--- src/rtl/stream_sel_mux.sv ---
// -----------------------------------------------------------------------------
// stream_sel_mux
//   N-channel, WIDTH-bit stream selector with valid/ready handshake and a
//   single registered output stage. The granted channel is picked either by
//   an explicit index (RR_MODE=0) or by round-robin over the valid channels
//   (RR_MODE=1). One beat per cycle is sustained: the output register can be
//   drained and refilled on the same edge.
//
// Ports
//   clk       : clock, all state on the rising edge
//   reset     : synchronous, active-high reset
//   sel       : channel index, only used when RR_MODE=0
//   in_valid  : per-channel valid
//   in_data   : packed channel data, channel i at [i*WIDTH +: WIDTH]
//   in_ready  : per-channel ready, combinational, one-hot or zero
//   out_valid : output register holds a beat
//   out_data  : output beat, zero whenever out_valid=0
//   out_ch    : channel id of the current output beat
//   out_ready : sink accepts the beat when out_valid & out_ready
//   err_sel   : registered one-cycle flag for an out-of-range sel while any
//               channel is valid (RR_MODE=0 only)
// -----------------------------------------------------------------------------
module stream_sel_mux #(
    parameter int NUM_CH  = 6,
    parameter int WIDTH   = 4,
    parameter int SEL_W   = $clog2(NUM_CH),
    parameter int RR_MODE = 0
) (
    input  logic                    clk,
    input  logic                    reset,
    input  logic [SEL_W-1:0]        sel,
    input  logic [NUM_CH-1:0]       in_valid,
    input  logic [NUM_CH*WIDTH-1:0] in_data,
    output logic [NUM_CH-1:0]       in_ready,
    output logic                    out_valid,
    output logic [WIDTH-1:0]        out_data,
    output logic [SEL_W-1:0]        out_ch,
    input  logic                    out_ready,
    output logic                    err_sel
);

    // One extra bit so sel can be compared against NUM_CH without wrapping.
    localparam logic [SEL_W:0]   NUM_CH_W  = (SEL_W+1)'(NUM_CH);
    localparam logic [SEL_W-1:0] LAST_CH_W = SEL_W'(NUM_CH - 1);

    logic                    out_valid_r;
    logic [WIDTH-1:0]        out_data_r;
    logic [SEL_W-1:0]        out_ch_r;
    logic                    err_sel_r;
    logic [SEL_W-1:0]        rr_last_r;

    logic                    can_accept_s;
    logic                    grant_valid_s;
    logic [SEL_W-1:0]        grant_s;
    logic [NUM_CH-1:0]       in_ready_s;
    logic                    xfer_s;
    logic [WIDTH-1:0]        grant_data_s;
    logic                    err_next_s;

    // The output register can take a new beat when empty or being drained.
    assign can_accept_s = ~out_valid_r | out_ready;

    // Grant selection: explicit index, or round-robin scan starting after rr_last.
    always_comb begin : grant_comb
        int idx;
        idx           = 0;
        grant_valid_s = 1'b0;
        grant_s       = '0;
        if (RR_MODE == 0) begin
            if ({1'b0, sel} < NUM_CH_W) begin
                grant_valid_s = 1'b1;
                grant_s       = sel;
            end else begin
                grant_valid_s = 1'b0;
                grant_s       = '0;
            end
        end else begin
            // Scan rr_last+1 .. rr_last+NUM_CH with wrap; first valid wins.
            for (int k = 1; k <= NUM_CH; k++) begin
                idx = int'(rr_last_r) + k;
                if (idx >= NUM_CH) begin
                    idx = idx - NUM_CH;
                end else begin
                    idx = idx;
                end
                if (!grant_valid_s && in_valid[idx]) begin
                    grant_valid_s = 1'b1;
                    grant_s       = SEL_W'(idx);
                end else begin
                    grant_valid_s = grant_valid_s;
                    grant_s       = grant_s;
                end
            end
        end
    end

    // Ready goes to the granted channel only, independent of its valid.
    always_comb begin
        in_ready_s = '0;
        for (int i = 0; i < NUM_CH; i++) begin
            in_ready_s[i] = grant_valid_s & can_accept_s & (grant_s == SEL_W'(i));
        end
    end

    // Data of the granted channel.
    always_comb begin
        grant_data_s = '0;
        for (int i = 0; i < NUM_CH; i++) begin
            if (grant_s == SEL_W'(i)) begin
                grant_data_s = in_data[i*WIDTH +: WIDTH];
            end else begin
                grant_data_s = grant_data_s;
            end
        end
    end

    assign xfer_s     = |(in_valid & in_ready_s);
    assign err_next_s = (RR_MODE == 0) & ({1'b0, sel} >= NUM_CH_W) & (|in_valid);

    // Output register, round-robin pointer and error flag.
    always_ff @(posedge clk) begin
        if (reset) begin
            out_valid_r <= 1'b0;
            out_data_r  <= '0;
            out_ch_r    <= '0;
            err_sel_r   <= 1'b0;
            rr_last_r   <= LAST_CH_W;
        end else begin
            err_sel_r <= err_next_s;
            if (xfer_s) begin
                out_valid_r <= 1'b1;
                out_data_r  <= grant_data_s;
                out_ch_r    <= grant_s;
                if (RR_MODE != 0) begin
                    rr_last_r <= grant_s;
                end else begin
                    rr_last_r <= rr_last_r;
                end
            end else if (out_ready) begin
                // Beat drained with nothing to replace it: go empty, data reads 0.
                out_valid_r <= 1'b0;
                out_data_r  <= '0;
            end else begin
                out_valid_r <= out_valid_r;
                out_data_r  <= out_data_r;
            end
        end
    end

    assign in_ready  = in_ready_s;
    assign out_valid = out_valid_r;
    assign out_data  = out_data_r;
    assign out_ch    = out_ch_r;
    assign err_sel   = err_sel_r;

endmodule

--- config.mk ---
export PLATFORM = sky130hd
export DESIGN_NAME = stream_sel_mux
export DESIGN_NICKNAME = d
export VERILOG_FILES = /design/src/rtl/stream_sel_mux.sv
export SDC_FILE = /design/constraint.sdc
export NUM_CORES = 1
export LEC_CHECK = 0
export BUFFER_PORTS_ARGS = -buffer_cell sky130_fd_sc_hd__buf_2
export CORE_MARGIN = 5
export CORE_UTILIZATION = 35
export CTS_CLUSTER_DIAMETER = 80
export DETAILED_ROUTE_END_ITERATION = 6
export PLACE_DENSITY_LB_ADDON = 0.15
export SLEW_MARGIN = 20
export SYNTH_ARGS = -nofsm -noshare
export SYNTH_HDL_FRONTEND = slang
export SYNTH_SLANG_ARGS = --single-unit
--- constraint.sdc ---
create_clock -name clk -period 1.4 [get_ports clk]
set_clock_uncertainty 0.05 [all_clocks]
set_input_delay 0.07 -clock clk [delete_from_list [all_inputs] [get_ports clk]]
set_output_delay 0.07 -clock clk [all_outputs]
set_load 0.02 [all_outputs]
---- Yosys cells after proc, flatten, opt, wreduce, memory -nomap -nowiden ----
Cells that the tools add are included.
storage, ports and cells
  bits in registers ....................... 9
  input port bits ......................... 36
  output and inout bits ................... 15
cells by class
  $lt $le $gt $ge ......................... 2
  equality and inequality tests ........... 5
  muxes and demuxes ....................... 12
  bitwise operators ....................... 11
  reduce and logical (&&, ||, !) cells .... 4
operators with widths
  cell                                                      count
  2-to-1 mux 4 bit                                          8
  OR reduction 6 bit                                        2
  bitwise AND 1 bit                                         8
  bitwise AND 6 bit                                         1
  == test 3 x 2 -> 1 bit, second input constant             2
  == test 3 bit, second input constant                      2
  == test 3 x 1 -> 1 bit, second input constant             1
  greater-or-equal comparator 3 bit, second input constant  1
  zero test 3 bit                                           1
  less-than comparator 3 bit, second input constant         1
  2-to-1 mux 1 bit                                          3
  2-to-1 mux 3 bit                                          1
  nonzero test 2 bit                                        1
  NOT 1 bit                                                 1
  bitwise OR 1 bit                                          1

---- Longest topological paths before layout ----
Gate-level depths: netlist of run 1.
  depth in word-level cells ............... 10
  depth in mapped cells ................... 6
  mapped depth without buffers ............ 4

---- Least setup slack after synthesis of run 1 ----
Ideal clock, no wire load.
  path kind ............................... in2reg
  start ................................... input port sel[0]
  end ..................................... register out_ch_r[0] (netlist: out_ch[0])
  library setup time ...................... 128 ps
  arrival time ............................ 1,198 ps
  path slack .............................. 24 ps
  stages .................................. 5
  path buffers ............................ 1
  cells stage by stage .................... buf_6 -> mux2_4 -> a222oi_1 -> nor2_2 -> mux2i_1
between the ends
  longest elaborated chain between the ends .. 6
  elaborated cells on any way between the ends .. 18
ends and longest elaborated chain
  what                                                         RTL line  RTL
  start: declaration                                           31        input logic [SEL_W-1:0] sel,
  less-than comparator 3 bit                                   70        if ({1'b0, sel} < NUM_CH_W) begin
  2-to-1 mux 3 bit / 2-to-1 mux 1 bit (equally long branches)  70
  == test 3 x 1 -> 1 bit (tied with other cells)               101       in_ready_s[i] = grant_valid_s & can_accept_s & (grant_s == SEL_W'(i));
  bitwise AND 1 bit                                            101
  bitwise AND 6 bit                                            117       assign xfer_s = |(in_valid & in_ready_s);
  OR reduction 6 bit                                           117
  end signal: assignment                                       133       out_ch_r <= grant_s;
  end: declaration                                             48        logic [SEL_W-1:0] out_ch_r;
Parallel ways exist; a longest one is shown, timed or not.
A chain may end at the register's enable or synchronous reset.

---- Worst setup path in the final report of run 1 ----
  start ................................... register out_valid_r (netlist: out_valid)
  end ..................................... output port in_ready[2]
between the ends
  longest elaborated chain between the ends .. 4
ends and longest elaborated chain
  what                             RTL line  RTL
  start: declaration               46        logic out_valid_r;
  start signal: assignment         144       out_valid_r <= out_valid_r;
  NOT 1 bit                        61        assign can_accept_s = ~out_valid_r | out_ready;
  bitwise OR 1 bit                 61
  bitwise AND 1 bit (2 in series)  101
  end: declaration                 34        output logic [NUM_CH-1:0] in_ready,
No other way between the ends.

==> results of run 1 <==
-- worst paths after layout --
check                   start           to  cells past startpoint
hold reg to reg   out_data[0]  out_data[0]                      2
setup reg to reg    out_valid  out_data[2]                      3
setup / recovery    out_valid  in_ready[2]                      4
hold / removal          reset    out_valid                      2
-- timing repair --
| item | CTS | global route |
|---|---|---|
| hold buffers | 0 | 0 |
| endpoints found under the setup margin | 0 | 1 |
| gates resized for setup | 0 | 2 |
| hold endpoints to repair | 0 | 0 |
-- logic make-up after synthesis --
kind of cell	count (synthesis)
buf+inv	5
compound gates	15
simple gates	28
flops	9
mux	20
-- state kept, by name, indices dropped and copies added (netlist names) --
register   count
out_data       4
out_ch         3
err_sel        1
out_valid      1
-- per-layer routing --
metal,vias up,share of wire
met5,-,0
met1,376,0.38
met4,0,0
li1,412,-
met2,34,0.53
met3,0,0.087
-- placed cells by master (no fill, tap or decap), drive strengths merged, types with 2 or more instances in the layout --
master,instances
mux2,7
a21oi,2
nor2b,2
nor3,5
o221ai,4
nand2,6
buf,57
dfxtp,9
nor2,6
clkbuf,4
a221oi,4
nand2b,3
mux2i,13
-- Yosys cell counts (2+ instances only) --
master    count
a221oi_1      4
mux2i_1      13
buf_6         2
o221ai_1      4
nor2_1        5
mux2_2        6
nand2_1       6
nand2b_1      3
clkbuf_1      2
nor3_1        5
dfxtp_1       9
a21oi_1       2
nor2b_1       2
-- worst register-to-register path, cell delays in order (launching register included) --
cell,delay [ns]
dfxtp_1,0.32
nor2b_1,0.15
nor2_2,0.30
mux2i_1,0.23
-- report_power, final --
group / internal (mW) / switching, mW / total (mW)
clock: 0.110 / 0.0889 / 0.199
sequential: 0.274 / 0.00846 / 0.282
combinational: 0.134 / 0.138 / 0.272
-- area by class of cell --
class	instances	area, µm²	share of cell area
Multi-Input combinational cell	63	480	0.468
Timing Repair Buffer	57	305	0.298
Clock buffer	4	26.3	0.0256
Tap cell	27	33.8	0.0329
Sequential cell	9	180	0.176
-- through the flow --
stage               setup TNS, ns  instances  power, mW  utilization  cell area [µm²]
floorplan                       0         77      0.446            -              691
global placement           -0.268        156      0.554        0.516              992
detailed placement         -0.460        156      0.559        0.516              992
CTS                             0        160      0.755        0.530             1020
global route                    0        160      0.797        0.534             1030
finish                          0        160      0.753        0.534             1030
==> results.py, run 1 <==
metrics = {
    "final_layout": {
        "synthToLayoutAreaGrowth_pct": 48.6,
        "drive_above_1_share": 0.526,
        "fillers": 203,
        "num_antenna_cells": 0,
        "num-nets-final": 170,
    },
    "logic_synthesis": {
        "synth_fa_ha_area_frac": 0,
        "synthSimpleGateAreaFrac": 0.210,
        "synth.area.mux_share": 0.308,
        "synth_top_area_share": 0.261,
        "synth-seq-cells": 9,
        "synth_warnings": 0,
        "yosysUniqueCellTypes": 27,
        "seq_area_frac_synth": 0.261,
        "ys.flop_type": "dfxtp_1",
        "async_flop_share": 0,
        "synth-edff-count": 0,
        "synth_top_cell_by_area": "dfxtp_1",
        "synthesis.nets": 113,
        "synthesis.area_um2": 691,
        "synth_top_family_by_area": "multiplexers",
        "synthXorXnorAreaFrac": 0,
        "synthTopCellsByArea": "dfxtp_1, mux2i_1, mux2_2, a221oi_1, o221ai_1",
        "syn_area_per_cell_um2": 8.97,
        "syn_inst": 77,
        "synth-compound-area-share": 0.170,
    },
    "place": {
        "gp_congestion": 0.853,
        "io_buffers": 50,
        "place_ws_ns": -0.0904,
        "dp_hpwl_um": 1750,
    },
    "clocking": {
        "cts_sinks": 9,
        "cts_buffer_depth": 2,
        "postCtsSetupBuffers": 0,
        "clk_latency_ns": 0.26,
        "cts_buffers": 3,
        "tritoncts": "yes",
        "path_clk_slew_ns": 0.06,
        "cts_root_buffer": "clkbuf_4",
        "htreeDepth": 1,
    },
    "global_route": {
        "grt_overflow_total": 0,
        "gr-usage-met3": 0.0463,
        "grt_max_degree": 18,
        "global_route.usage.met1": 0.160,
        "antenna_found_initial": 0,
        "grtUsageMet2": 0.281,
        "grtUsageTotal": 0.146,
        "grt_pass1_wl_um": 3230,
        "busiest_layer": "met2",
        "grt_pass1_vias": 791,
    },
    "timing": {
        "finalHoldViolations": 0,
        "min_period_ns": 1.34,
        "timing.fmax_ghz": 0.745,
        "setup_violations": 0,
        "final_max_slew_viol_count": 0,
        "fin_ws_ns": 0.0580,
        "worstMarginPinSlew_ns": 0.335,
        "post-route-period-util": 0.959,
        "rsz0062_at_grt": "false",
        "max-slew-margin-rel": 0.776,
        "hold_ws_ns": 0.0581,
    },
    "die": {
        "die_h_um": 54.4,
        "die_area_um2": 2960,
        "dieWidth_um": 54.4,
        "rows": 16,
        "initial_core_util": 0.359,
        "ioPinCount": 51,
        "core_um2": 1920,
    },
    "worst_setup_path": {
        "cp_max_fo": 4,
        "critPathLaunchType": "flip-flop",
        "r2r_slack_ns": 0.28,
        "crit_buf_inv": 2,
        "path_cells": "nor2b_1, buf_4, nor3_1, buf_2",
        "crit_type": "reg -> out",
        "endpoint_kind": "output port",
        "max_stage_delay_ns": 0.32,
        "required_ns": 1.28,
        "critical-path-top-delay-family": "buffers and inverters",
        "critical-path-slowest-cell": "dfxtp_1",
        "cp.arrival_ns": 1.22,
    },
    "routing": {
        "wl_per_cell_um": 13.2,
        "drtPass1Iterations": 4,
        "drt_iter0_markers": 6,
        "drc": 0,
        "antenna_left": 0,
        "viasPerCell": 5.14,
        "vias": 822,
        "totalWireLength_um": 2110,
    },
    "status": {
        "outcome": "finished, final reports clean",
    },
    "flow_run": {
        "cap_violations": 0,
    },
    "pwr": {
        "power.density_nw_per_um2": 734,
        "ir_worst_vdd_mv": 0.620,
        "p_leak_nw": 0.514,
    },
    "min_path": {
        "hold_class": "in -> reg",
    },
}
No activity file was read; power rests on OpenSTA's default activity.
==> run 2, diff against run 1 <==
--- a/config.mk
+++ b/config.mk
@@ -5,9 +5,10 @@
 export SDC_FILE = /design/constraint.sdc
 export NUM_CORES = 1
 export LEC_CHECK = 0
+export ABC_AREA = 1
 export BUFFER_PORTS_ARGS = -buffer_cell sky130_fd_sc_hd__buf_2
 export CORE_MARGIN = 5
-export CORE_UTILIZATION = 35
+export CORE_UTILIZATION = 37
 export CTS_CLUSTER_DIAMETER = 80
 export DETAILED_ROUTE_END_ITERATION = 6
 export PLACE_DENSITY_LB_ADDON = 0.15
==> results.py, run 2 <==
metrics = {
    "logic_synthesis": {
        "synth-seq-cells": 9,
        "syn_area_per_cell_um2": 5.91,
        "synth_fa_ha_area_frac": 0,
        "synthXorXnorAreaFrac": 0,
        "yosysMostFrequentCell": "nand2_1",
        "async_flop_share": 0,
        "synth-compound-area-share": 0.111,
        "synthTopCellsByArea": "dfxtp_1, nand2_1, inv_1, nor2_1, nand4_1",
        "syn_inst": 134,
        "synthesis.nets": 170,
        "synth_top_area_share": 0.227,
        "ys.flop_type": "dfxtp_1",
        "synth_top_cell_by_area": "dfxtp_1",
        "seq_area_frac_synth": 0.227,
        "synthSimpleGateAreaFrac": 0.502,
        "synth-edff-count": 0,
        "synth_common_cells": "nand2_1, inv_1, nor2_1",
        "yosysUniqueCellTypes": 19,
        "synth.area.mux_share": 0,
        "synth_top_family_by_area": "simple AND/OR/NAND/NOR gates",
        "synth_warnings": 0,
        "synthesis.area_um2": 792,
    },
    "timing": {
        "final_max_slew_viol_count": 0,
        "max-slew-margin-rel": 0.844,
        "post-route-period-util": 0.931,
        "fin_ws_ns": 0.0969,
        "min_period_ns": 1.30,
        "timing.fmax_ghz": 0.767,
        "worstMarginPinSlew_ns": 0.232,
        "hold_ws_ns": 0.0709,
        "setup_violations": 0,
        "finalHoldViolations": 0,
        "finalSetupTns_ns": 0,
        "rsz0062_at_grt": "false",
    },
    "die": {
        "initial_core_util": 0.396,
        "dieWidth_um": 56.3,
        "die_area_um2": 3170,
        "ioPinCount": 51,
        "die_h_um": 56.3,
        "rows": 16,
        "core_um2": 2000,
    },
    "clocking": {
        "htreeDepth": 1,
        "path_clk_slew_ns": 0.07,
        "tritoncts": "yes",
        "cts_root_buffer": "clkbuf_4",
        "cts_buffers": 3,
        "cts_sinks": 9,
        "clk_latency_ns": 0.27,
        "cts_buffer_depth": 2,
    },
    "place": {
        "place_area_um2": 1080,
        "place_ws_ns": 0.0510,
        "gp_congestion": 0.867,
        "io_buffers": 50,
        "dp_hpwl_um": 2010,
    },
    "routing": {
        "antenna_left": 0,
        "wl_per_cell_um": 11.2,
        "viasPerCell": 4.83,
        "drc": 0,
        "vias": 1053,
        "drtPass1Iterations": 4,
        "drt_iter0_markers": 24,
        "totalWireLength_um": 2450,
    },
    "final_layout": {
        "largest_register_ffs": 4,
        "layout_common_cells": "buf_2, nand2_1, inv_1",
        "num-nets-final": 228,
        "post-route-util": 0.563,
        "drive_above_1_share": 0.393,
        "num_antenna_cells": 0,
        "finalInstanceArea_um2": 1130,
        "synthToLayoutAreaGrowth_pct": 42.2,
        "final_common_cell": "buf_2",
    },
    "global_route": {
        "grtUsageTotal": 0.155,
        "grt_pass1_vias": 972,
        "grt_overflow_total": 0,
        "grt_pass1_wl_um": 4060,
        "antenna_found_initial": 0,
        "grt_max_degree": 10,
    },
    "worst_setup_path": {
        "crit_buf_inv": 0,
        "path_cells": "nand2_2, nand4_1, nand2_1, nor2_4, nand2_4, o21ai_0, nor2_1",
        "cp_max_fo": 8,
        "critical-path-top-delay-family": "simple AND/OR/NAND/NOR gates",
        "r2r_slack_ns": 0.1,
        "critPathLaunch": "out_valid",
        "crit_type": "reg -> reg",
        "max_stage_delay_ns": 0.34,
        "required_ns": 1.52,
        "critical-path-slowest-cell": "dfxtp_1",
        "r2r-start": "out_valid",
        "critPathLaunchType": "flip-flop",
        "endpoint_kind": "flip-flop",
        "cp.arrival_ns": 1.42,
    },
    "min_path": {
        "hold_class": "in -> reg",
        "hp-start": "in_valid[5]",
    },
    "pwr": {
        "ir_worst_vdd_mv": 0.614,
        "p_leak_nw": 0.670,
        "power.density_nw_per_um2": 705,
    },
    "status": {
        "outcome": "finished, final reports clean",
    },
    "flow_run": {
        "cap_violations": 0,
    },
}
-- run 2: worst paths after layout --
kind         cells after the start           to
min                              5      err_sel
max reg2reg                      7    out_ch[0]
max                              7    out_ch[0]
min reg2reg                      2  out_data[3]
-- run 2: metrics by stage --
stage          power, mW  instances
2_1_floorplan      0.475        134
3_3_place_gp       0.579        212
3_5_place_dp       0.582        212
4_1_cts            0.800        217
5_1_grt            0.854        218
6_report           0.794        218
-- run 2: what timing repair did --
action / in CTS / in global routing
gates resized for setup: 1 / 1
hold buffers: 1 / 0
hold endpoints to repair: 4 / 0
setup buffers: 0 / 1
pin swaps: 0 / 1
setup endpoints to repair: 3 / 10
-- run 2: power by group --
part	total [mW]	switching [mW]	internal, mW
logic	0.296	0.179	0.117
registers	0.287	0.0101	0.277
clock network	0.211	0.105	0.106
total	0.794	0.294	0.500
-- run 2: logic make-up after synthesis --
family / Yosys count
buf+inv: 27
flops: 9
compound gates: 17
simple gates: 81
-- run 2: cell type report --
class                      count  area, µm²
clock buffer                   3       22.5
clock inverter                 1       5.00
fill                         234        876
inverter                      24       92.6
multi-input combinational     98        494
sequential                     9        180
tap                           27       33.8
timing repair buffer          56        298
-- run 2: worst reg2reg max path, stage by stage, from the launching register on --
cell and delay (ns):
dfxtp_1 0.34, nand2_2 0.11, nand4_1 0.12, nand2_1 0.09
nor2_4 0.17, nand2_4 0.11, o21ai_0 0.16, nor2_1 0.06
-- run 2: layer usage --
| metal | vias to the layer above | track usage | part of all wire |
|---|---|---|---|
| li1 | 540 | - | - |
| met1 | 465 | 0.204 | 0.45 |
| met2 | 43 | 0.234 | 0.45 |
| met3 | 5 | 0.0550 | 0.091 |
| met4 | 0 | 0.0508 | 0.0065 |
| met5 | - | 0 | 0 |
==> run 3, diff against run 2 <==
==> constraint.sdc (replaced) <==
create_clock -name clk -period 1.4 [get_ports clk]
set_clock_uncertainty 0.05 [all_clocks]
set_input_delay 0.28 -clock clk [delete_from_list [all_inputs] [get_ports clk]]
set_output_delay 0.28 -clock clk [all_outputs]
set_load 0.02 [all_outputs]
==> results.py, run 3 (synthesis results as in run 2) <==
metrics = {
    "status": {
        "outcome": "finished, final reports clean",
    },
    "global_route": {
        "antenna_found_initial": 0,
        "grt_pass1_vias": 1014,
        "grt_max_degree": 9,
        "grtUsageTotal": 0.160,
        "grt_overflow_total": 0,
        "grt_pass1_wl_um": 4220,
    },
    "worst_setup_path": {
        "required_ns": 1.07,
        "r2r_end": "out_data[0]",
        "cp.arrival_ns": 1.02,
        "critPathLaunchType": "primary input",
        "crit_type": "in -> out",
        "endpoint_kind": "output port",
        "r2r-start": "out_valid",
        "r2r_slack_ns": 0.08,
        "rr_worst_depth": 8,
        "cp_max_fo": 8,
    },
    "pwr": {
        "internal_power_mw": 0.537,
        "power.density_nw_per_um2": 652,
        "clockPowerShare": 0.237,
        "p_comb_frac": 0.415,
        "p_sw_mw": 0.292,
        "p_leak_nw": 0.739,
        "ir_worst_vdd_mv": 0.630,
        "sw_frac_of_total": 0.353,
        "seqPwrFrac": 0.348,
    },
    "routing": {
        "drtPass1Iterations": 4,
        "wl_per_cell_um": 11.0,
        "totalWireLength_um": 2550,
        "vias": 1121,
        "antenna_left": 0,
        "drc": 0,
        "viasPerCell": 4.85,
        "drt_iter0_markers": 42,
    },
    "timing": {
        "min_period_ns": 1.35,
        "max-slew-margin-rel": 0.854,
        "hold_ws_ns": 0.192,
        "rsz0062_at_grt": "true",
        "worstMarginPinSlew_ns": 0.217,
        "post-route-period-util": 0.964,
        "finalHoldViolations": 0,
        "final_max_slew_viol_count": 0,
        "timing.fmax_ghz": 0.741,
        "setup_violations": 0,
    },
    "flow_run": {
        "cap_violations": 0,
    },
    "final_layout": {
        "fillers": 202,
        "final_common_cell": "buf_2",
        "layoutNonFillerInstCount": 231,
        "synthToLayoutAreaGrowth_pct": 60.5,
        "num_antenna_cells": 0,
        "largest_register_ffs": 4,
        "num-nets-final": 241,
        "drive_above_1_share": 0.466,
        "layout_common_cells": "buf_2, nand2_1, buf_4",
    },
    "die": {
        "rows": 16,
        "dieWidth_um": 56.3,
        "core_um2": 2000,
        "initial_core_util": 0.396,
        "die_area_um2": 3170,
        "ioPinCount": 51,
        "die_h_um": 56.3,
    },
    "clocking": {
        "cts_hold_buf": 0,
        "cts_root_buffer": "clkbuf_4",
        "cts_sinks": 9,
        "tritoncts": "yes",
        "cts_buffer_depth": 2,
        "cts_buffers": 3,
        "htreeDepth": 1,
        "clk_latency_ns": 0.25,
        "path_clk_slew_ns": 0.06,
    },
    "min_path": {
        "whs_path_depth": 2,
        "hp-start": "reset",
        "hold_end": "out_data[0]",
        "hold_class": "in -> reg",
    },
    "place": {
        "dp_cells": 226,
        "io_buffers": 50,
        "gp_congestion": 0.885,
        "dp_hpwl_um": 2160,
    },
}
==> run 3: through the flow <==
stage / setup slack, ns / setup TNS [ns] / power [mW] / instance area [µm²] / util
2_1_floorplan: -0.0641 / -0.128 / 0.475 / 798 / -
3_3_place_gp: -0.0476 / -0.0845 / 0.607 / 1180 / 0.591
3_5_place_dp: -0.0695 / -0.414 / 0.614 / 1180 / 0.591
4_1_cts: 0.00279 / 0 / 0.822 / 1230 / 0.614
5_1_grt: -0.0279 / -0.0973 / 0.888 / 1270 / 0.635
6_report: 0.0510 / 0 / 0.829 / 1270 / 0.635
==> run 3: final cells by class <==
type	instances	area, µm²	share of cell area
Tap cell	27	33.8	0.0266
Multi-Input combinational cell	98	528	0.415
Sequential cell	9	181	0.143
Inverter	24	95.1	0.0748
Timing Repair Buffer	69	407	0.320
Clock buffer	4	26.3	0.0207
==> run 3: power by group through the flow <==
| stage | clock network, mW | registers (mW) | logic (mW) |
|---|---|---|---|
| 2_1_floorplan | 0 | 0.317 | 0.157 |
| 3_3_place_gp | 0 | 0.291 | 0.316 |
| 3_5_place_dp | 0 | 0.292 | 0.322 |
| 4_1_cts | 0.205 | 0.287 | 0.330 |
| 5_1_grt | 0.216 | 0.291 | 0.381 |
| 6_report | 0.197 | 0.288 | 0.344 |
==> run 3: worst max path at each step <==
stage               cells past startpoint     endpoint       from
floorplan                               3  in_ready[1]  out_valid
CTS                                     6  in_ready[3]     sel[1]
global placement                        6  in_ready[3]     sel[1]
finish                                  4  in_ready[0]     sel[2]
global route                            8  out_data[1]  out_valid
detailed placement                     10    out_ch[0]     sel[1]
==> run 3: routing by layer <==
layer,share of wire,up-vias,track usage,wire (µm)
met1,0.41,507,0.186,1040
met2,0.50,47,0.282,1280
li1,-,567,-,-
met3,0.092,0,0.0596,235
met4,0,0,0.0271,0
met5,0,-,0,0
==> run 3: timing repair <==
item                                    CTS  global route
gates resized for setup                   5            14
endpoints found under the setup margin    6            10
setup buffers                             1             0
pin swaps                                 1             3
==> run 3: critical path, cell delays in order <==
cell and delay (ns):
buf_4 0.16, buf_4 0.15, nor4_4 0.25, buf_4 0.18
